File: src/rtl/id_ex_stage.sv
// ID->EX pipeline register with valid/ready handshake and occupancy count.
// Define IDEX_SKID_EN for a two-entry (main + skid) stage with a registered id_ready.
module id_ex_stage #(
  parameter int XLEN   = 32,
  parameter int REG_AW = 5
) (
  input  logic              clk,
  input  logic              rst,
  input  logic              flush,
  input  logic              id_valid,
  output logic              id_ready,
  input  logic [XLEN-1:0]   id_inst,
  input  logic [XLEN-1:0]   id_s_op1,
  input  logic [XLEN-1:0]   id_s_op2,
  input  logic [REG_AW-1:0] id_reg_waddr,
  input  logic              id_reg_we,
  output logic              ex_valid,
  input  logic              ex_ready,
  output logic [XLEN-1:0]   ex_inst,
  output logic [XLEN-1:0]   ex_s_op1,
  output logic [XLEN-1:0]   ex_s_op2,
  output logic [REG_AW-1:0] ex_reg_waddr,
  output logic              ex_reg_we,
  output logic [1:0]        occupancy
);

  typedef struct packed {
    logic [XLEN-1:0]   inst;
    logic [XLEN-1:0]   op1;
    logic [XLEN-1:0]   op2;
    logic [REG_AW-1:0] waddr;
    logic              we;
  } payload_t;

  typedef enum logic [1:0] {EMPTY = 2'd0, ONE = 2'd1, FULL = 2'd2} state_t;

  state_t   state;
  payload_t in_pl, main_q;
  logic     vld_q;
  logic [1:0] occ_q;
  logic     in_fire, out_fire;

  assign in_pl = '{inst: id_inst, op1: id_s_op1, op2: id_s_op2,
                   waddr: id_reg_waddr, we: id_reg_we};

  assign in_fire  = id_valid & id_ready;
  assign out_fire = vld_q & ex_ready;

`ifdef IDEX_SKID_EN
  payload_t skid_q;
  logic     rdy_q;

  // id_ready comes straight from a flop, so ex_ready never reaches ID combinationally.
  assign id_ready = rdy_q;

  always_ff @(posedge clk or negedge rst) begin
    if (!rst) begin
      state  <= EMPTY;
      main_q <= '0;
      skid_q <= '0;
      vld_q  <= 1'b0;
      occ_q  <= 2'd0;
      rdy_q  <= 1'b0;
    end else if (flush) begin
      state  <= EMPTY;
      main_q <= '0;
      skid_q <= '0;
      vld_q  <= 1'b0;
      occ_q  <= 2'd0;
      rdy_q  <= 1'b1;
    end else begin
      rdy_q <= 1'b1;
      case (state)
        EMPTY: if (in_fire) begin
          main_q <= in_pl;
          vld_q  <= 1'b1;
          occ_q  <= 2'd1;
          state  <= ONE;
        end
        ONE: begin
          if (in_fire && out_fire) begin
            main_q <= in_pl;
          end else if (out_fire) begin
            main_q <= '0;
            vld_q  <= 1'b0;
            occ_q  <= 2'd0;
            state  <= EMPTY;
          end else if (in_fire) begin
            skid_q <= in_pl;
            occ_q  <= 2'd2;
            rdy_q  <= 1'b0;
            state  <= FULL;
          end
        end
        FULL: begin
          if (out_fire) begin
            main_q <= skid_q;
            skid_q <= '0;
            occ_q  <= 2'd1;
            state  <= ONE;
          end else begin
            rdy_q <= 1'b0;
          end
        end
        default: begin
          main_q <= '0;
          skid_q <= '0;
          vld_q  <= 1'b0;
          occ_q  <= 2'd0;
          state  <= EMPTY;
        end
      endcase
    end
  end
`else
  logic live_q;

  // live_q keeps id_ready low until the first edge after reset release.
  assign id_ready = live_q & (~vld_q | ex_ready);

  always_ff @(posedge clk or negedge rst) begin
    if (!rst) begin
      state  <= EMPTY;
      main_q <= '0;
      vld_q  <= 1'b0;
      occ_q  <= 2'd0;
      live_q <= 1'b0;
    end else begin
      live_q <= 1'b1;
      if (flush) begin
        state  <= EMPTY;
        main_q <= '0;
        vld_q  <= 1'b0;
        occ_q  <= 2'd0;
      end else begin
        case (state)
          EMPTY: if (in_fire) begin
            main_q <= in_pl;
            vld_q  <= 1'b1;
            occ_q  <= 2'd1;
            state  <= ONE;
          end
          ONE: if (out_fire) begin
            if (in_fire) begin
              main_q <= in_pl;
            end else begin
              main_q <= '0;
              vld_q  <= 1'b0;
              occ_q  <= 2'd0;
              state  <= EMPTY;
            end
          end
          default: begin
            main_q <= '0;
            vld_q  <= 1'b0;
            occ_q  <= 2'd0;
            state  <= EMPTY;
          end
        endcase
      end
    end
  end
`endif

  assign ex_valid     = vld_q;
  assign ex_inst      = main_q.inst;
  assign ex_s_op1     = main_q.op1;
  assign ex_s_op2     = main_q.op2;
  assign ex_reg_waddr = main_q.waddr;
  assign ex_reg_we    = main_q.we & vld_q;
  assign occupancy    = occ_q;

endmodule

File: config.mk
export PLATFORM = sky130hd
export DESIGN_NAME = id_ex_stage
export DESIGN_NICKNAME = d
export VERILOG_FILES = /design/src/rtl/id_ex_stage.sv
export SDC_FILE = /design/constraint.sdc
export NUM_CORES = 1
export LEC_CHECK = 0
export ABC_AREA = 1
export CAP_MARGIN = 20
export CELL_PAD_IN_SITES_DETAIL_PLACEMENT = 0
export CELL_PAD_IN_SITES_GLOBAL_PLACEMENT = 1
export CORE_ASPECT_RATIO = 1.75
export CORE_MARGIN = 3
export CORE_UTILIZATION = 31
export CTS_CLUSTER_SIZE = 20
export DETAILED_ROUTE_END_ITERATION = 8
export HOLD_SLACK_MARGIN = 0.06
export PLACE_DENSITY = 0.81
export SLEW_MARGIN = 20
export SYNTH_ARGS = -nofsm -noshare
export SYNTH_HDL_FRONTEND = slang
export SYNTH_SLANG_ARGS = --single-unit
export TNS_END_PERCENT = 50
File: constraint.sdc
create_clock -name clk -period 1.65 [get_ports clk]
set_clock_uncertainty 0.05 [all_clocks]
set_input_delay 0.2475 -clock clk [delete_from_list [all_inputs] [get_ports clk]]
set_output_delay 0.2475 -clock clk [all_outputs]
set_load 0.05 [all_outputs]
==> impl_metrics.py <==
metrics = {
    "logic_synthesis": {
        "synth_top_area_cell": "dfrtp_1",
        "synthArstFlopShare_pct": 100.0,
        "synth_area_leaders": "dfrtp_1, buf_4, nand2_1",
        "syn_nets": 883,
        "yosysTopAreaCellShare_pct": 45.43,
        "synth-seq-cells": 104,
        "synth_common_cells": "nand2_1, buf_4, inv_1",
        "synth-edff-count": 0,
        "synth-seq-area-share_pct": 45.43,
        "synthCells": 776,
        "synth.most_common_cell": "nand2_1",
        "synth_cell_types": 15,
        "postSynthAreaPerCell_um2": 7.381,
        "synth_ff_type": "dfrtp_1",
        "ys_warn_count": 0,
        "synth_area_um2": 5728,
    },
    "finish": {
        "final_util_pct": 41.37,
        "drive_gt1_share_pct": 16.21,
        "fin_nets": 972,
        "fin_cells": 1104,
        "finish.instance_area_um2": 7468,
        "syn2layout_area_growth_pct": 30.38,
        "antenna_cells": 0,
    },
    "power_and_ir_drop": {
        "p_int_mw": 4.778,
        "leakage_nw": 4.251,
        "switching_power_mw": 2.486,
        "seq_power_share_pct": 40.0,
        "p_per_area_nw_per_um2": 972.6,
        "ir_worst_vdd_mv": 0.4547,
        "pwr-share-clk_pct": 30.1,
        "p_comb_share_pct": 29.8,
        "swShare_pct": 34.22,
        "finalPower_mw": 7.264,
    },
    "detailed_routing": {
        "wl_met1_um": 6195,
        "antenna_left": 0,
        "drc": 0,
        "drtIter0Drc": 233,
        "dr_wl_met3_um": 757,
        "firstDrtPassIters": 4,
        "wl_per_cell_um": 13.93,
        "vias": 4715,
        "dr.max_layer_used": "met5",
        "viasPerCell": 4.271,
        "wl_met2_um": 8029,
        "routed_wl_um": 15380,
    },
    "clock_network": {
        "cts_buffers": 9,
        "numClockSinks": 104,
        "clk_pin_slew_ps": 70,
        "cts_setup_buffers": 0,
        "h-tree-depth": 3,
        "cts_buffer_depth": 2,
        "root_buffer": "clkbuf_16",
        "cts_tree": "built",
        "worstSkewPairLatency_ps": 340,
    },
    "global_route": {
        "grt_pass1_wl_um": 24010,
        "overflow": 0,
        "grt_pass1_vias": 4520,
        "grtUsageTotal_pct": 15.25,
        "grt_max_degree": 104,
        "antenna_found_initial": 1,
    },
    "timing": {
        "worst-slew-pin-transition_ps": 510.0,
        "max_slew_margin_pct": 66.00,
        "tns_ps": 0,
        "hold_ws_ps": 310.7,
        "finalHoldViolCount": 0,
        "rsz0062_at_grt": "false",
        "worst_slack_ps": 47.38,
        "setup_viol": 0,
        "fmax_mhz": 624.0,
        "period_minus_slack_ps": 1603,
        "post-route-period-util_pct": 97.13,
        "finalMaxSlewViolations": 0,
    },
    "flow_run": {
        "max-cap-violations": 0,
    },
    "floorplan": {
        "num_rows": 65,
        "initial_utilization_pct": 31.73,
        "die-area_um2": 20210,
        "die_h_um": 185.8,
        "die_x_um": 108.8,
        "num_io_pins": 213,
        "core_area_um2": 18050,
    },
    "placement": {
        "dp_hpwl_um": 10350,
        "post_dp_cell_area_um2": 7149,
        "gp_congestion": 0.7460,
        "placedCellCount": 1087,
        "portBuffers": 211,
        "pre_cts_slack_ps": -124.1,
    },
    "setup_path": {
        "crit_path_start_kind": "register",
        "endpoint_kind": "primary output",
        "worst_ep_required_time_ps": 1350,
        "rr_startpoint": "ex_valid$_DFFE_PN0P_",
        "path_max_fanout": 4,
        "worst-setup-path-type": "register to primary output",
        "r2r_slack_ps": 170,
        "startpoint": "ex_valid$_DFFE_PN0P_",
        "rr_worst_depth": 6,
        "cp_data_arrival_time_ps": 1310,
        "r2r-end": "ex_s_op1[4]$_DFFE_PN0P_",
    },
    "min_path": {
        "hold_path.class": "primary input to asynchronous set/reset pin",
    },
    "run_status": {
        "status": "finished, final reports clean",
    },
}
metal layers:
layer  global-route usage [%]  vias to the layer above
met5                        0                        -
met4                    6.269                        2
met3                    2.291                       23
met2                    27.17                      151
met1                    18.08                     2166
li1                         -                     2373
state kept, by name, indices dropped and copies added (netlist names):
name          count
ex_valid          1
live_q            1
ex_s_op2         32
ex_reg_waddr      5
ex_s_op1         32
main_q            1
ex_inst          32
kinds of logic (layout without fill, tap and decap cells):
| logic type | Yosys count | after routing | share of synthesized area, % |
|---|---|---|---|
| compound gates | 3 | 3 | 0.3495 |
| buf+inv | 254 | 348 | 24.64 |
| flops | 104 | 104 | 45.43 |
| other cells | 2 | 2 | 0.1311 |
| simple gates | 413 | 413 | 29.45 |
power groups by stage:
stage	sequential [mW]	combinational, mW	clock, mW
after floorplan	2.92	1.65	0
after global placement	2.95	2.19	0
after detailed placement	2.95	2.20	0
after CTS	2.91	2.20	2.30
after global routing	2.94	2.32	2.38
final	2.91	2.17	2.19
worst max-delay path by stage:
stage	end	slack, ps	cells after the start
after floorplan	ex_inst[0]$_DFFE_PN0P_	-4	7
after global placement	ex_s_op1[15]$_DFFE_PN0P_	-100	9
after detailed placement	ex_s_op1[6]$_DFFE_PN0P_	-120	9
after CTS	id_ready	20	3
after global routing	id_ready	1	3
final	id_ready	50	3
cell usage in the layout (no fill, tap or decap):
| cell type | instances |
|---|---|
| a21boi_4 | 1 |
| buf_12 | 14 |
| nand2_1 | 206 |
| nor2_1 | 102 |
| dfrtp_1 | 103 |
| clkbuf_1 | 2 |
| nand3_1 | 102 |
| conb_1 | 2 |
| clkinv_2 | 3 |
| dfrtp_2 | 1 |
| a21oi_1 | 1 |
| clkbuf_8 | 2 |
| a21o_1 | 1 |
| dlygate4sd3_1 | 1 |
| buf_4 | 107 |
| inv_1 | 105 |
| nand3_2 | 1 |
| clkbuf_16 | 9 |
| bufinv_16 | 1 |
| clkdlybuf4s50_1 | 104 |
| nand2_4 | 2 |
worst max-delay path: stages (launching register included):
cell and delay (ps):
dfrtp_2 450, buf_4 190, a21boi_4 180, buf_12 150
timing repair:
item / in CTS / in global routing
gates resized for setup: 2 / 0
endpoints found under the setup margin: 1 / 0
hold endpoints to repair: 22 / 0
hold buffers: 1 / 0
cell type report:
cell class,count,area [µm²]
clock buffers,13,260.3
multi-input cells,418,1738
clock inverters,3,40.04
well taps,234,292.8
flip-flops and latches,104,2604
fillers,1933,10590
repair buffers,226,2135
inverters,106,399.1
Power figures use the tool's default switching activity.
